[config.mk]
export PLATFORM = sky130hd
export DESIGN_NAME = bv8_gamma_pipe
export DESIGN_NICKNAME = d
export VERILOG_FILES = /design/src/rtl/bv8_gamma_pipe_pkg.sv /design/src/rtl/bv8_gamma_pipe_bv4_mul.sv /design/src/rtl/bv8_gamma_pipe.sv
export SDC_FILE = /design/constraint.sdc
export NUM_CORES = 1
export LEC_CHECK = 0
export ABC_AREA = 1
export CORE_ASPECT_RATIO = 1.1
export CORE_UTILIZATION = 35
export CTS_CLUSTER_DIAMETER = 30
export DETAILED_ROUTE_END_ITERATION = 16
export PLACE_DENSITY = 0.56
export SYNTH_ARGS = -nofsm -noshare
export SYNTH_HDL_FRONTEND = slang
export SYNTH_HIERARCHICAL = 1
export SYNTH_SLANG_ARGS = --single-unit
[constraint.sdc]
create_clock -name in_clock -period 1.25 [get_ports in_clock]
set_clock_uncertainty 0.1 [all_clocks]
set_input_delay 0.1875 -clock in_clock [delete_from_list [all_inputs] [get_ports in_clock]]
set_output_delay 0.1875 -clock in_clock [all_outputs]
set_load 0.1 [all_outputs]
[src/rtl/bv8_gamma_pipe_pkg.sv]
// -----------------------------------------------------------------------------
// bv8_gamma_pipe_pkg
//   Shared GF(2^4) types, constants and helpers for the tower-field inverter
//   front half.
//   GF(2^4) is represented in polynomial basis modulo x^4 + x + 1.
//   BV4_SQ_SCL_NU = x^3 has absolute trace 1, so y^2 + y + nu is irreducible
//   over GF(2^4).
//   Contents:
//     bv4_t, bv8_t         - nibble / byte types
//     BV4_SQ_SCL_NU        - scale constant used by sq_scl
//     bv4_mul()            - GF(2^4) multiply (shift-and-add reference form)
//     bv4_sq()             - GF(2^4) square (linear, XOR only)
//     bv4_sq_scl()         - square then scale by BV4_SQ_SCL_NU
//     gamma_ref()          - golden Gamma for a tower-basis byte
//     prod_stage_t         - first-stage payload of the two-stage pipe
//     gamma_stage_t        - payload presented on the outputs
// -----------------------------------------------------------------------------
package bv8_gamma_pipe_pkg;

  typedef logic [3:0] bv4_t;
  typedef logic [7:0] bv8_t;

  localparam bv4_t BV4_SQ_SCL_NU = 4'h8;

  typedef struct packed {
    bv4_t p;
    bv4_t q;
    bv4_t h;
    bv4_t l;
  } prod_stage_t;

  typedef struct packed {
    bv4_t gamma;
    bv4_t h;
    bv4_t l;
  } gamma_stage_t;

  function automatic bv4_t bv4_mul(input bv4_t a, input bv4_t b);
    logic [6:0] p;
    p = '0;
    for (int unsigned i = 0; i < 4; i++) begin
      if (b[i]) p = p ^ (7'(a) << i);
    end
    for (int unsigned i = 6; i >= 4; i--) begin
      if (p[i]) p = p ^ (7'(5'b10011) << (i - 4));
    end
    return p[3:0];
  endfunction

  // a^2 folds x^6 -> x^3 + x^2 and x^4 -> x + 1.
  function automatic bv4_t bv4_sq(input bv4_t a);
    return {a[3], a[3] ^ a[1], a[2], a[2] ^ a[0]};
  endfunction

  function automatic bv4_t bv4_sq_scl(input bv4_t a);
    return bv4_mul(bv4_sq(a), BV4_SQ_SCL_NU);
  endfunction

  function automatic bv4_t gamma_ref(input bv8_t x);
    return bv4_mul(x[7:4], x[3:0]) ^ bv4_sq_scl(x[7:4] ^ x[3:0]);
  endfunction

endpackage

[src/rtl/bv8_gamma_pipe_bv4_mul.sv]
// -----------------------------------------------------------------------------
// bv4_mul
//   Combinational GF(2^4) multiplier, polynomial basis mod x^4 + x + 1.
//   Flat AND/XOR network; shared by the Gamma stage and the output multipliers.
//   Ports:
//     a, b : 4-bit operands
//     p    : 4-bit product a * b
// -----------------------------------------------------------------------------
module bv4_mul
  import bv8_gamma_pipe_pkg::*;
(
  input  logic [3:0] a,
  input  logic [3:0] b,
  output logic [3:0] p
);

  logic [6:0] c;

  always_comb begin
    c    = '0;
    c[0] = a[0] & b[0];
    c[1] = (a[1] & b[0]) ^ (a[0] & b[1]);
    c[2] = (a[2] & b[0]) ^ (a[1] & b[1]) ^ (a[0] & b[2]);
    c[3] = (a[3] & b[0]) ^ (a[2] & b[1]) ^ (a[1] & b[2]) ^ (a[0] & b[3]);
    c[4] = (a[3] & b[1]) ^ (a[2] & b[2]) ^ (a[1] & b[3]);
    c[5] = (a[3] & b[2]) ^ (a[2] & b[3]);
    c[6] = a[3] & b[3];
  end

  // Reduce: x^4 = x + 1, x^5 = x^2 + x, x^6 = x^3 + x^2.
  always_comb begin
    p    = '0;
    p[0] = c[0] ^ c[4];
    p[1] = c[1] ^ c[4] ^ c[5];
    p[2] = c[2] ^ c[5] ^ c[6];
    p[3] = c[3] ^ c[6];
  end

endmodule

[src/rtl/bv8_gamma_pipe.sv]
// -----------------------------------------------------------------------------
// bv8_gamma_pipe
//   Front half of the tower-field GF(2^8) inverter:
//     Gamma = (x_h * x_l) ^ sq_scl(x_h ^ x_l)
//   Valid/ready pipeline with full back-pressure, PIPE_STAGES = 1 or 2.
//   Optional build macro GAMMA_ZERO_FLAG_EN adds out_zero (accepted byte
//   was 0x00), pipelined alongside the data.
//   Ports:
//     in_clock   - rising-edge clock
//     in_reset   - asynchronous active-high reset
//     in_valid   - upstream byte valid
//     out_ready  - block accepts in_x this cycle (combinational from in_ready)
//     in_x       - tower-basis byte, [7:4] = x_h, [3:0] = x_l
//     out_valid  - out_gamma/out_h/out_l valid
//     in_ready   - downstream accepts this cycle
//     out_gamma  - Gamma for bv4_inv
//     out_h      - x_h aligned with out_gamma
//     out_l      - x_l aligned with out_gamma
//     out_zero   - (GAMMA_ZERO_FLAG_EN only) accepted byte was 0x00
// -----------------------------------------------------------------------------
module bv8_gamma_pipe
  import bv8_gamma_pipe_pkg::*;
#(
  parameter int unsigned PIPE_STAGES = 2
)
(
  input  logic       in_clock,
  input  logic       in_reset,
  input  logic       in_valid,
  output logic       out_ready,
  input  logic [7:0] in_x,
  output logic       out_valid,
  input  logic       in_ready,
  output logic [3:0] out_gamma,
  output logic [3:0] out_h,
  output logic [3:0] out_l
`ifdef GAMMA_ZERO_FLAG_EN
  ,
  output logic       out_zero
`endif
);

  bv4_t x_h;
  bv4_t x_l;
  bv4_t prod;
  bv4_t sq_q;

  assign x_h = in_x[7:4];
  assign x_l = in_x[3:0];

  bv4_mul u_mul (
    .a (x_h),
    .b (x_l),
    .p (prod)
  );

  always_comb begin
    sq_q = bv4_sq_scl(x_h ^ x_l);
  end

`ifdef GAMMA_ZERO_FLAG_EN
  logic x_zero;
  assign x_zero = (in_x == 8'h00);
`endif

  if (PIPE_STAGES == 1) begin : g_one_stage

    logic         s_v;
    gamma_stage_t s_d;
    logic         s_adv;

    assign s_adv = ~s_v | in_ready;

    always_ff @(posedge in_clock or posedge in_reset) begin
      if (in_reset) begin
        s_v <= 1'b0;
        s_d <= '0;
      end else if (s_adv) begin
        s_v <= in_valid;
        if (in_valid) s_d <= '{gamma: prod ^ sq_q, h: x_h, l: x_l};
      end
    end

    assign out_ready = s_adv;
    assign out_valid = s_v;
    assign out_gamma = s_d.gamma;
    assign out_h     = s_d.h;
    assign out_l     = s_d.l;

`ifdef GAMMA_ZERO_FLAG_EN
    logic s_z;
    always_ff @(posedge in_clock or posedge in_reset) begin
      if (in_reset) s_z <= 1'b0;
      else if (s_adv && in_valid) s_z <= x_zero;
    end
    assign out_zero = s_z;
`endif

  end else begin : g_two_stage

    logic         v1;
    logic         v2;
    prod_stage_t  d1;
    gamma_stage_t d2;
    logic         adv1;
    logic         adv2;

    // Ready ripples back combinationally so a full pipe can still take a
    // byte in the same cycle the output is consumed.
    assign adv2 = ~v2 | in_ready;
    assign adv1 = ~v1 | adv2;

    always_ff @(posedge in_clock or posedge in_reset) begin
      if (in_reset) begin
        v1 <= 1'b0;
        d1 <= '0;
      end else if (adv1) begin
        v1 <= in_valid;
        if (in_valid) d1 <= '{p: prod, q: sq_q, h: x_h, l: x_l};
      end
    end

    always_ff @(posedge in_clock or posedge in_reset) begin
      if (in_reset) begin
        v2 <= 1'b0;
        d2 <= '0;
      end else if (adv2) begin
        v2 <= v1;
        if (v1) d2 <= '{gamma: d1.p ^ d1.q, h: d1.h, l: d1.l};
      end
    end

    assign out_ready = adv1;
    assign out_valid = v2;
    assign out_gamma = d2.gamma;
    assign out_h     = d2.h;
    assign out_l     = d2.l;

`ifdef GAMMA_ZERO_FLAG_EN
    logic z1;
    logic z2;
    always_ff @(posedge in_clock or posedge in_reset) begin
      if (in_reset) begin
        z1 <= 1'b0;
        z2 <= 1'b0;
      end else begin
        if (adv1 && in_valid) z1 <= x_zero;
        if (adv2 && v1)       z2 <= z1;
      end
    end
    assign out_zero = z2;
`endif

  end

endmodule

# After elaboration in Yosys (flattened, before gate mapping)
# Cells that the tools add are included.
# word_totals
regBits	30
in_bits	12
output_inout_bits	14
# classes
reduce_logical	2
bitwise_logic	42
mux	3
# ops
cell	count
$xor A1 B1 Y1	17
$and A1 B1 Y1	16
$xor A4 B4 Y4	2
$not A2 Y2	3
$mux W4	1
$reduce_and A2 Y1	2
$mux W3	1
$mux W2	1
$not A1 Y1	2
$or A1 B1 Y1	2

# Longest topological paths before layout
# Gate-level depths: netlist of run 1.
# logic_depth
word_depth	8
depth_mapped	11
depth_no_buf	11

# Hierarchy
# The synthesis of run 1 kept the hierarchy.
# by_module_without_submodules
mod	area_per_inst_um2	cells_each	n_inst
bv8_gamma_pipe	1302.5	152	1
bv4_mul	350.3	77	1

# Worst setup path before layout of run 1
# OpenSTA, ideal clock, no wires.
# synth_path
path_kind	register to register
start	reg g_two_stage.v2, in the netlist out_valid
end	reg g_two_stage.d1[9] (netlist bit)
arrival_ns	2.258
path_buffers	1
required_ns	1.034
slack_ns	-1.224
stages_incl_launch_ff	9
synth_period_minus_slack_ns	2.474
path_cell_list	dfrtp_1 nand3_2 nand2_2 inv_2 buf_6 nand2_4 nand2_1 nand2_1 nand2_1
# synth_between
elab_chain_cells	4
# synth_rtl
element	line_no	source
start: declaration	bv8_gamma_pipe.sv:102	logic v2;
start signal: assignment	bv8_gamma_pipe.sv:128	v2 <= v1;
$not A1 Y1	bv8_gamma_pipe.sv:110	assign adv2 = ~v2 | in_ready;
$or A1 B1 Y1	bv8_gamma_pipe.sv:110	
$or A1 B1 Y1	bv8_gamma_pipe.sv:111	assign adv1 = ~v1 | adv2;
net out_ready	bv8_gamma_pipe.sv:30	output logic out_ready,
$reduce_and A2 Y1 (no source line)	n/a	
end signal: assignment	bv8_gamma_pipe.sv:119	if (in_valid) d1 <= '{p: prod, q: sq_q, h: x_h, l: x_l};
end: declaration	bv8_gamma_pipe.sv:103	prod_stage_t d1;
# The timed path passes the listed nets, and every way through them passes these cells.
# A chain may end at the register's enable or synchronous reset.

# Final worst setup path of run 1
# layout_path
start	reg g_two_stage.v2, in the netlist out_valid
end	out out_ready
# layout_between
elab_chain_cells	3
# layout_rtl
element	line_no
$not A1 Y1	bv8_gamma_pipe.sv:110
$or A1 B1 Y1	bv8_gamma_pipe.sv:110
$or A1 B1 Y1	bv8_gamma_pipe.sv:111
end: declaration	bv8_gamma_pipe.sv:30
# Every way passes these cells.

==> results of run 1 <==
==> worst reg2reg max path: stages, from the launching register on <==
cell and delay, ps:
dfrtp_4 500, nand3_4 70, buf_4 140, nand2_8 80
buf_6 140, nand2_1 50, nand2_1 50, nand2_1 60
nand2_1 50
==> timing repair <==
action	in CTS	in global routing
setup buffers	2	1
setup endpoints to repair	8	25
hold buffers	0	0
pin swaps	0	0
resized for setup	13	12
endpoints found under the hold margin	0	0
==> layout by cell type (no fill, tap or decap), drive strengths merged, types with 3 or more instances in the layout <==
master	count
nor2	4
dlygate4sd2	8
clkdlybuf4s50	3
nand3	8
inv	25
dfrtp	30
nand2	130
o21ai	13
clkbuf	6
xor2	3
xnor2	8
buf	41
==> path summary, 6_finish.rpt <==
check                                     to  slack [ps]  depth (start not counted)
max                                out_ready        -150                          3
min reg2reg                         out_l[3]         360                          2
max in group asynchronous          out_valid         730                          3
max reg2reg                g_two_stage.d1[9]         -80                          8
min                                 out_l[3]         140                          3
min in group in_clock               out_l[3]         360                          2
==> power by group through the flow <==
stage | combinational (W) | sequential, W | clock, W
4_1_cts | 0.00242 | 0.00145 | 0.000965
2_1_floorplan | 0.000491 | 0.00242 | 0
6_report | 0.00243 | 0.00144 | 0.000941
3_5_place_dp | 0.00240 | 0.00146 | 0
3_3_place_gp | 0.00239 | 0.00146 | 0
5_1_grt | 0.00258 | 0.00147 | 0.00101
==> kinds of logic (layout without fill, tap and decap cells) <==
kind of cell,Yosys count,in the layout
simple gates,144,144
flops,30,30
xor+xnor,11,11
compound gates,15,15
buf+inv,29,85
==> metrics by stage <==
step | power, W | hold WS, ps | area, µm²
after floorplan | 0.00291 | 178 | 1680
after global placement | 0.00385 | 353 | 2300
after detailed placement | 0.00386 | 351 | 2300
after CTS | 0.00483 | 144 | 2430
after global routing | 0.00507 | 172 | 2460
final | 0.00481 | 144 | 2460
==> state kept, by name, summed over array words and instances (netlist names) <==
signal          flops
g_two_stage.d1     16
out_l               4
out_h               4
g_two_stage.v1      1
out_valid           1
out_gamma           4
==> synth_stat cells <==
cell type	count	area (µm²)
xnor2_1	8	70.1
nand2_1	121	454
dfrtp_1	30	751
inv_1	22	82.6
or2_0	1	6.26
o21ai_0	13	65.1
nand3_2	3	30.0
a21oi_2	1	8.76
xor2_1	3	26.3
nand2_2	8	50.1
nand3b_1	1	7.51
nand2_4	1	11.3
inv_2	3	11.3
nor2_2	2	12.5
buf_6	1	11.3
o21a_1	1	7.51
nand3_1	5	25.0
buf_2	3	15.0
nor2_1	2	7.51
==> per-layer routing <==
layer	global-route usage, %	vias to the layer above	wire, µm
met3	2.76	6	109
met2	27.9	30	1580
li1	-	798	-
met4	8.51	0	77
met5	0	-	0
met1	20.0	647	1550
==> layout make-up <==
| cell class | count | area [µm²] | share of cell area [%] |
|---|---|---|---|
| Inverter | 25 | 101 | 4.12 |
| Clock buffer | 6 | 72.6 | 2.95 |
| Multi-Input combinational cell | 170 | 806 | 32.8 |
| Sequential cell | 30 | 759 | 30.9 |
| Clock inverter | 2 | 37.5 | 1.53 |
| Timing Repair Buffer | 52 | 614 | 25.0 |
| Tap cell | 54 | 67.6 | 2.75 |
==> results.toml, run 1 <==
[global_routing]
antenna_found_initial = 0
grt_pass1_vias = 1479
grtUsageTotal_pct = 16.5
grt_max_degree = 31
grt_pass1_wl_mm = 6.18
grt-ovfl-total = 0

[clock_tree]
cts_max_path_buffers = 2
h-tree-depth = 2
cts_buffers = 5
root_buffer = "clkbuf_8"
cts_sinks = 30
clock_latency_ps = 280
path_clk_slew_ps = 60
cts_tree = "built"

[critical_path]
critPathTopFamily = "flip-flops"
critical_path_peak_fanout = 3
end_kind = "primary output"
cp_data_arrival_time_ps = 1110
crit_start = "out_valid"
worstSetupStartpointType = "flip-flop"
r2r-start = "out_valid"
cp_slowest_stage_delay_ps = 500
cp.required_ps = 960
crit_chain = "nand3_4, buf_6, buf_12"
crit_buf_inv = 2
critPathKind = "reg -> out"
cp_slowest_cell = "dfrtp_4"

[flow_run]
maxCapViolCount = 0

[layout]
nets = 296
area_growth_pct = 48.8
fin_cells = 339
fill_cells = 414
drive_gt1_share_pct = 26.0
final_util_pct = 55.7
diodes = 0

[power]
p_sw_share_pct = 43.6
combPwrFrac_pct = 50.5
p_int_w = 0.00272
clkPwrFrac_pct = 19.5
p_seq_share_pct = 30.0
p_leak_nw = 1.33
vdd_drop_max_mv = 0.575
p_switching_w = 0.00210
powerDensity_nw_per_um2 = 1960

[synthesis]
ys_ff_latch = 30
synth_compound_area_share_pct = 4.92
synth_mux_area_share_pct = 0
synth_cell_type_count = 19
ys_warn_count = 6
ys_seq_area_share_pct = 45.4
synthCells = 229
synth_xor_area_share_pct = 5.83
synthSimpleGateAreaFrac_pct = 36.6
synth_area_um2 = 1650
synth_nets = 241
synth_top_family_by_area = "simple AND/OR/NAND/NOR gates"
synth_fa_ha_area_share_pct = 0
postSynthAreaPerCell_um2 = 7.22

[drt]
vias_per_cell = 4.37
ant_nets = 0
drcViolationCount = 0
first_pass_iters = 4
wl_per_cell_um = 9.80
drtIter0Drc = 67
wirelength_mm = 3.32
num_vias = 1481

[placement]
port_buffers = 25
placed_cells = 328
place_ws_ps = -440
hpwlAfterDp_mm = 2.59
gp_congestion = 0.798

[floorplan]
dieWidth_um = 67.5
initial_utilization_pct = 37.5
ios = 26
dieArea_um2 = 5000
die_y_um = 74.1
floorplan.rows = 25
fp.coreArea_um2 = 4410

[timing]
slew_headroom_pct = 84.0
fin_crit_ps = 1400
setup_violations = 12
fin_crit_sh_pct = 112
max_freq_mhz = 714
finalSetupTns_ps = -542
rsz0062_at_grt = "true"
tightest_slew_ps = 240
finalHoldViolations = 0
drv_slew = 0
worst_slack_ps = -150

[status]
status = "finished, violations left"
violations = "setup timing"

[min_path]
hp-class = "in -> async"
No activity file was read; power rests on OpenSTA's default activity.
==> run 2: changes to the inputs <==
--- a/config.mk
+++ b/config.mk
@@ -7,8 +7,10 @@
 export LEC_CHECK = 0
 export ABC_AREA = 1
 export CORE_ASPECT_RATIO = 1.1
+export CORE_MARGIN = 2
 export CORE_UTILIZATION = 35
 export CTS_CLUSTER_DIAMETER = 30
+export CTS_CLUSTER_SIZE = 24
 export DETAILED_ROUTE_END_ITERATION = 16
 export PLACE_DENSITY = 0.56
 export SYNTH_ARGS = -nofsm -noshare
==> run 2 against run 1 <==
Against the previous run: the run still ends with setup timing left; setup slack is essentially flat; non-clock buffer count shrank 1; sequential share of layout area shrank 0.29 points; via count grew 1.9%; largest cell class unchanged; first-iteration DRC count shrank 7.5%; clock power shrank 3.1%; final area grew 1.1%; combinational power grew 2%; fmax is essentially flat; critical path depth is the same; highest routed layer unchanged; hold slack lost 3.2 ps; register-to-register slack is essentially flat.
==> results.toml, run 2 (synthesized netlist as in run 1, its figures left out) <==
[critical_path]
crit_chain = "nand3_4, buf_6, buf_12"
cp_data_arrival_time_ps = 1110
cp_slowest_stage_delay_ps = 490
cp_slowest_cell = "dfrtp_4"
critical_path_peak_fanout = 2
crit_buf_inv = 2
worstSetupStartpointType = "flip-flop"
cp.required_ps = 960
critPathKind = "reg -> out"
critPathTopFamily = "flip-flops"
end_kind = "primary output"

[clock_tree]
cts_max_path_buffers = 2
clock_latency_ps = 280
cts_tree = "built"
path_clk_slew_ps = 60
root_buffer = "clkbuf_8"
cts_buffers = 5
h-tree-depth = 2
cts_sinks = 30

[floorplan]
ios = 26
dieArea_um2 = 5290
dieWidth_um = 69.5
initial_utilization_pct = 36.0
fp.coreArea_um2 = 4590
floorplan.rows = 26
die_y_um = 76.1

[timing]
max_freq_mhz = 714
setup_violations = 27
fin_crit_sh_pct = 112
finalSetupTns_ps = -1010
fin_crit_ps = 1400
tightest_slew_ps = 227
rsz0062_at_grt = "true"
whs_ps = 141
drv_slew = 0
worst_slack_ps = -150
finalHoldViolations = 0
slew_headroom_pct = 84.8

[power]
clkPwrFrac_pct = 18.9
p_leak_nw = 1.35
p_sw_share_pct = 44.2
powerDensity_nw_per_um2 = 1940
p_switching_w = 0.00213
p_seq_share_pct = 29.9
combPwrFrac_pct = 51.2
total_power_w = 0.00483
vdd_drop_max_mv = 0.720
p_int_w = 0.00270

[global_routing]
grt-ovfl-total = 0
gr-max-usage-layer = "met2"
antenna_found_initial = 0
grt_max_degree = 31
met2_usage_pct = 26.3
grtUsageTotal_pct = 14.3
grt_pass1_vias = 1383
met1_usage_pct = 15.7
met3_usage_pct = 2.12
grt_pass1_wl_mm = 6.05

[status]
violations = "setup timing"
status = "finished, violations left"

[min_path]
hp-class = "in -> async"

[drt]
drcViolationCount = 0
wl_per_cell_um = 10.7
vias_per_cell = 4.44
drtIter0Drc = 62
wirelength_mm = 3.64
num_vias = 1509
ant_nets = 0
first_pass_iters = 4

[layout]
layout_commonest_cell = "nand2_1"
diodes = 0
top_register = "g_two_stage.d1"
final_util_pct = 54.2
drive_gt1_share_pct = 27.1
area_growth_pct = 50.4
largest_reg_flops = 16
layout_common_cells = "120 x nand2_1, 24 x dfrtp_1, 20 x inv_1, 20 x buf_4, 15 x buf_12"
nets = 295

[placement]
gp_congestion = 0.812
port_buffers = 25
place_ws_ps = -466
hpwlAfterDp_mm = 2.67

[flow_run]
maxCapViolCount = 0
-- run 2: metrics by stage --
step | area, µm² | cells
finish | 2490 | 340
CTS | 2410 | 337
global placement | 2260 | 325
floorplan | 1680 | 229
global route | 2490 | 340
detailed placement | 2260 | 325
-- run 2: tightest hold or removal path: cells and delay by family --
| family | cells | cell delay, ps |
|---|---|---|
| buffers and inverters | 3 | 680 |
-- run 2: path summary, 6_finish.rpt --
path	startpoint	to	slack [ps]	depth (start not counted)
max	out_valid	out_ready	-150	3
min	in_reset	out_l[3]	140	3
max reg2reg	out_valid	g_two_stage.d1[9]	-90	8
min reg2reg	g_two_stage.d1[3]	out_l[3]	370	2
max in group asynchronous	in_reset	out_valid	720	3
min in group in_clock	in_ready	out_valid	230	5
-- run 2: area by class of cell --
class | instances | area [µm²]
Timing Repair Buffer | 51 | 627
Sequential cell | 30 | 761
Tap cell | 56 | 70.1
Multi-Input combinational cell | 170 | 817
Inverter | 25 | 101
Clock buffer | 8 | 110
Fill cell | 435 | 2100
-- run 2: power groups by stage --
stage                     clock network, W  logic, W  registers [W]
after floorplan                          0  0.000491        0.00242
after global placement                   0   0.00237        0.00146
after detailed placement                 0   0.00239        0.00147
after CTS                         0.000929   0.00243        0.00145
after global routing              0.000979   0.00259        0.00147
final                             0.000912   0.00247        0.00145
-- run 2: routing by layer --
layer,vias up,share of wire (%)
li1,794,-
met1,668,43
met2,42,51
met3,5,4.1
met4,0,2.0
met5,-,0
-- run 2: what timing repair did --
action / in CTS / in global routing
hold buffers: 0 / 0
cloned: 0 / 2
resized for setup: 17 / 14
setup endpoints to repair: 9 / 30
pin swaps: 0 / 0
buffers inserted: 4 / 1
==> run 3: changes to the inputs <==
--- a/config.mk
+++ b/config.mk
@@ -12,6 +12,7 @@
 export CTS_CLUSTER_DIAMETER = 30
 export CTS_CLUSTER_SIZE = 24
 export DETAILED_ROUTE_END_ITERATION = 16
+export GPL_TIMING_DRIVEN = 0
 export PLACE_DENSITY = 0.56
 export SYNTH_ARGS = -nofsm -noshare
 export SYNTH_HDL_FRONTEND = slang
==> run 3 against run 2 <==
Against the previous run: highest routed layer unchanged; the flow still finishes with violations (setup timing); hold slack improved by 20 ps; sequential power fell by 6%; fmax rose by 2.2%; via count fell by 2.7%.
==> results.toml, run 3 (synthesized netlist as in run 1, its figures left out) <==
[status]
status = "finished, violations left"
violations = "setup timing"

[timing]
finalSetupTns_ps = -774
fin_crit_ps = 1370
setup_violations = 19
fin_crit_sh_pct = 110
drv_slew = 0
whs_ps = 161
worst_slack_ps = -120
tightest_slew_ps = 662
finalHoldViolations = 0
rsz0062_at_grt = "true"
slew_headroom_pct = 55.8
max_freq_mhz = 730

[global_routing]
grtUsageTotal_pct = 15.3
grt-ovfl-total = 0
grt_pass1_wl_mm = 6.53
grt_max_degree = 31
grt_pass1_vias = 1434
antenna_found_initial = 0

[drt]
drtIter0Drc = 26
drcViolationCount = 0
wl_per_cell_um = 11.3
first_pass_iters = 4
wirelength_mm = 3.69
num_vias = 1468
vias_per_cell = 4.50
ant_nets = 0

[clock_tree]
cts_tree = "built"
clock_latency_ps = 280
root_buffer = "clkbuf_8"
h-tree-depth = 2
cts_buffers = 5
cts_max_path_buffers = 2
path_clk_slew_ps = 60
cts_sinks = 30

[layout]
layout_commonest_cell = "nand2_1"
largest_reg_flops = 16
nets = 281
area_growth_pct = 31.7
layout_common_cells = "117 x nand2_1, 25 x dfrtp_1, 19 x inv_1"
drive_gt1_share_pct = 23.3
diodes = 0
top_register = "g_two_stage.d1"

[floorplan]
fp.coreArea_um2 = 4590
floorplan.rows = 26
die_y_um = 76.1
dieArea_um2 = 5290
ios = 26
dieWidth_um = 69.5
initial_utilization_pct = 36.0

[power]
p_sw_share_pct = 48.9
p_seq_share_pct = 32.5
p_leak_nw = 1.19
combPwrFrac_pct = 49.9
vdd_drop_max_mv = 0.568
powerDensity_nw_per_um2 = 1920
clkPwrFrac_pct = 17.6
p_int_w = 0.00214
p_switching_w = 0.00204

[critical_path]
worstSetupStartpointType = "flip-flop"
r2r_slack_ps = -100
crit_start = "out_valid"
r2r-start = "out_valid"
cp.required_ps = 960
rr_endpoint = "g_two_stage.d1[11]"
critPathKind = "reg -> out"
critical_path_peak_fanout = 2
cp_data_arrival_time_ps = 1080
end_kind = "primary output"
critPathCapture = "out_ready"
reg2reg_depth = 8

[placement]
hpwlAfterDp_mm = 2.52
gp_congestion = 0.804
port_buffers = 25

[min_path]
hp-class = "in -> reg"

[flow_run]
maxCapViolCount = 0
[run 3: worst max-delay path, stage by stage, from the launching register on]
cell	delay (ps)
dfrtp_4	500
nand3_4	80
buf_6	230
[run 3: cell type report]
type                            count  area, µm²
Tap cell                           56       70.1
Fill cell                         474       2410
Sequential cell                    30        759
Buffer                              4       35.0
Inverter                           25        104
Clock buffer                        8       80.1
Multi-Input combinational cell    171        842
Timing Repair Buffer               32        287
[run 3: worst min-delay path by stage]
stage	startpoint	to	slack, ps	cells after the start
after floorplan	in_reset	g_two_stage.d1[0]	180	1
after global placement	g_two_stage.d1[7]	out_h[3]	360	2
after detailed placement	g_two_stage.d1[7]	out_h[3]	350	2
after CTS	in_reset	out_l[2]	260	2
after global routing	in_x[5]	g_two_stage.d1[5]	180	3
final	in_ready	out_valid	160	4
[run 3: power groups by stage]
stage               sequential (W)  clock (W)  combinational, W
detailed placement         0.00137          0           0.00201
CTS                        0.00136   0.000758           0.00208
floorplan                  0.00242          0          0.000491
global placement           0.00136          0           0.00199
global route               0.00139   0.000794           0.00220
finish                     0.00136   0.000737           0.00208
[run 3: repair_timing]
item | in CTS | in global routing
buffers inserted | 5 | 0
pin swaps | 4 | 1
hold buffers | 0 | 0
resized for setup | 109 | 16
cloned | 3 | 0
endpoints found under the setup margin | 57 | 30
[run 3: per-stage QoR]
stage                     setup slack (ps)  power, W  instance area (µm²)  std cells  utilization, %
after CTS                             -165   0.00419                 2150        326            46.9
after detailed placement              -992   0.00338                 2000        310            43.5
after floorplan                       -486   0.00291                 1680        229               -
after global routing                  -159   0.00439                 2180        326            47.5
after global placement                -986   0.00336                 2000        310            43.5
final                                 -120   0.00418                 2180        326            47.5
[run 3: per-layer routing]
metal,routed length (µm),vias up,track usage (%)
met5,0,-,0
met1,1700,659,19.0
met2,1780,29,25.8
li1,-,774,-
met4,71,0,7.06
met3,144,6,2.65
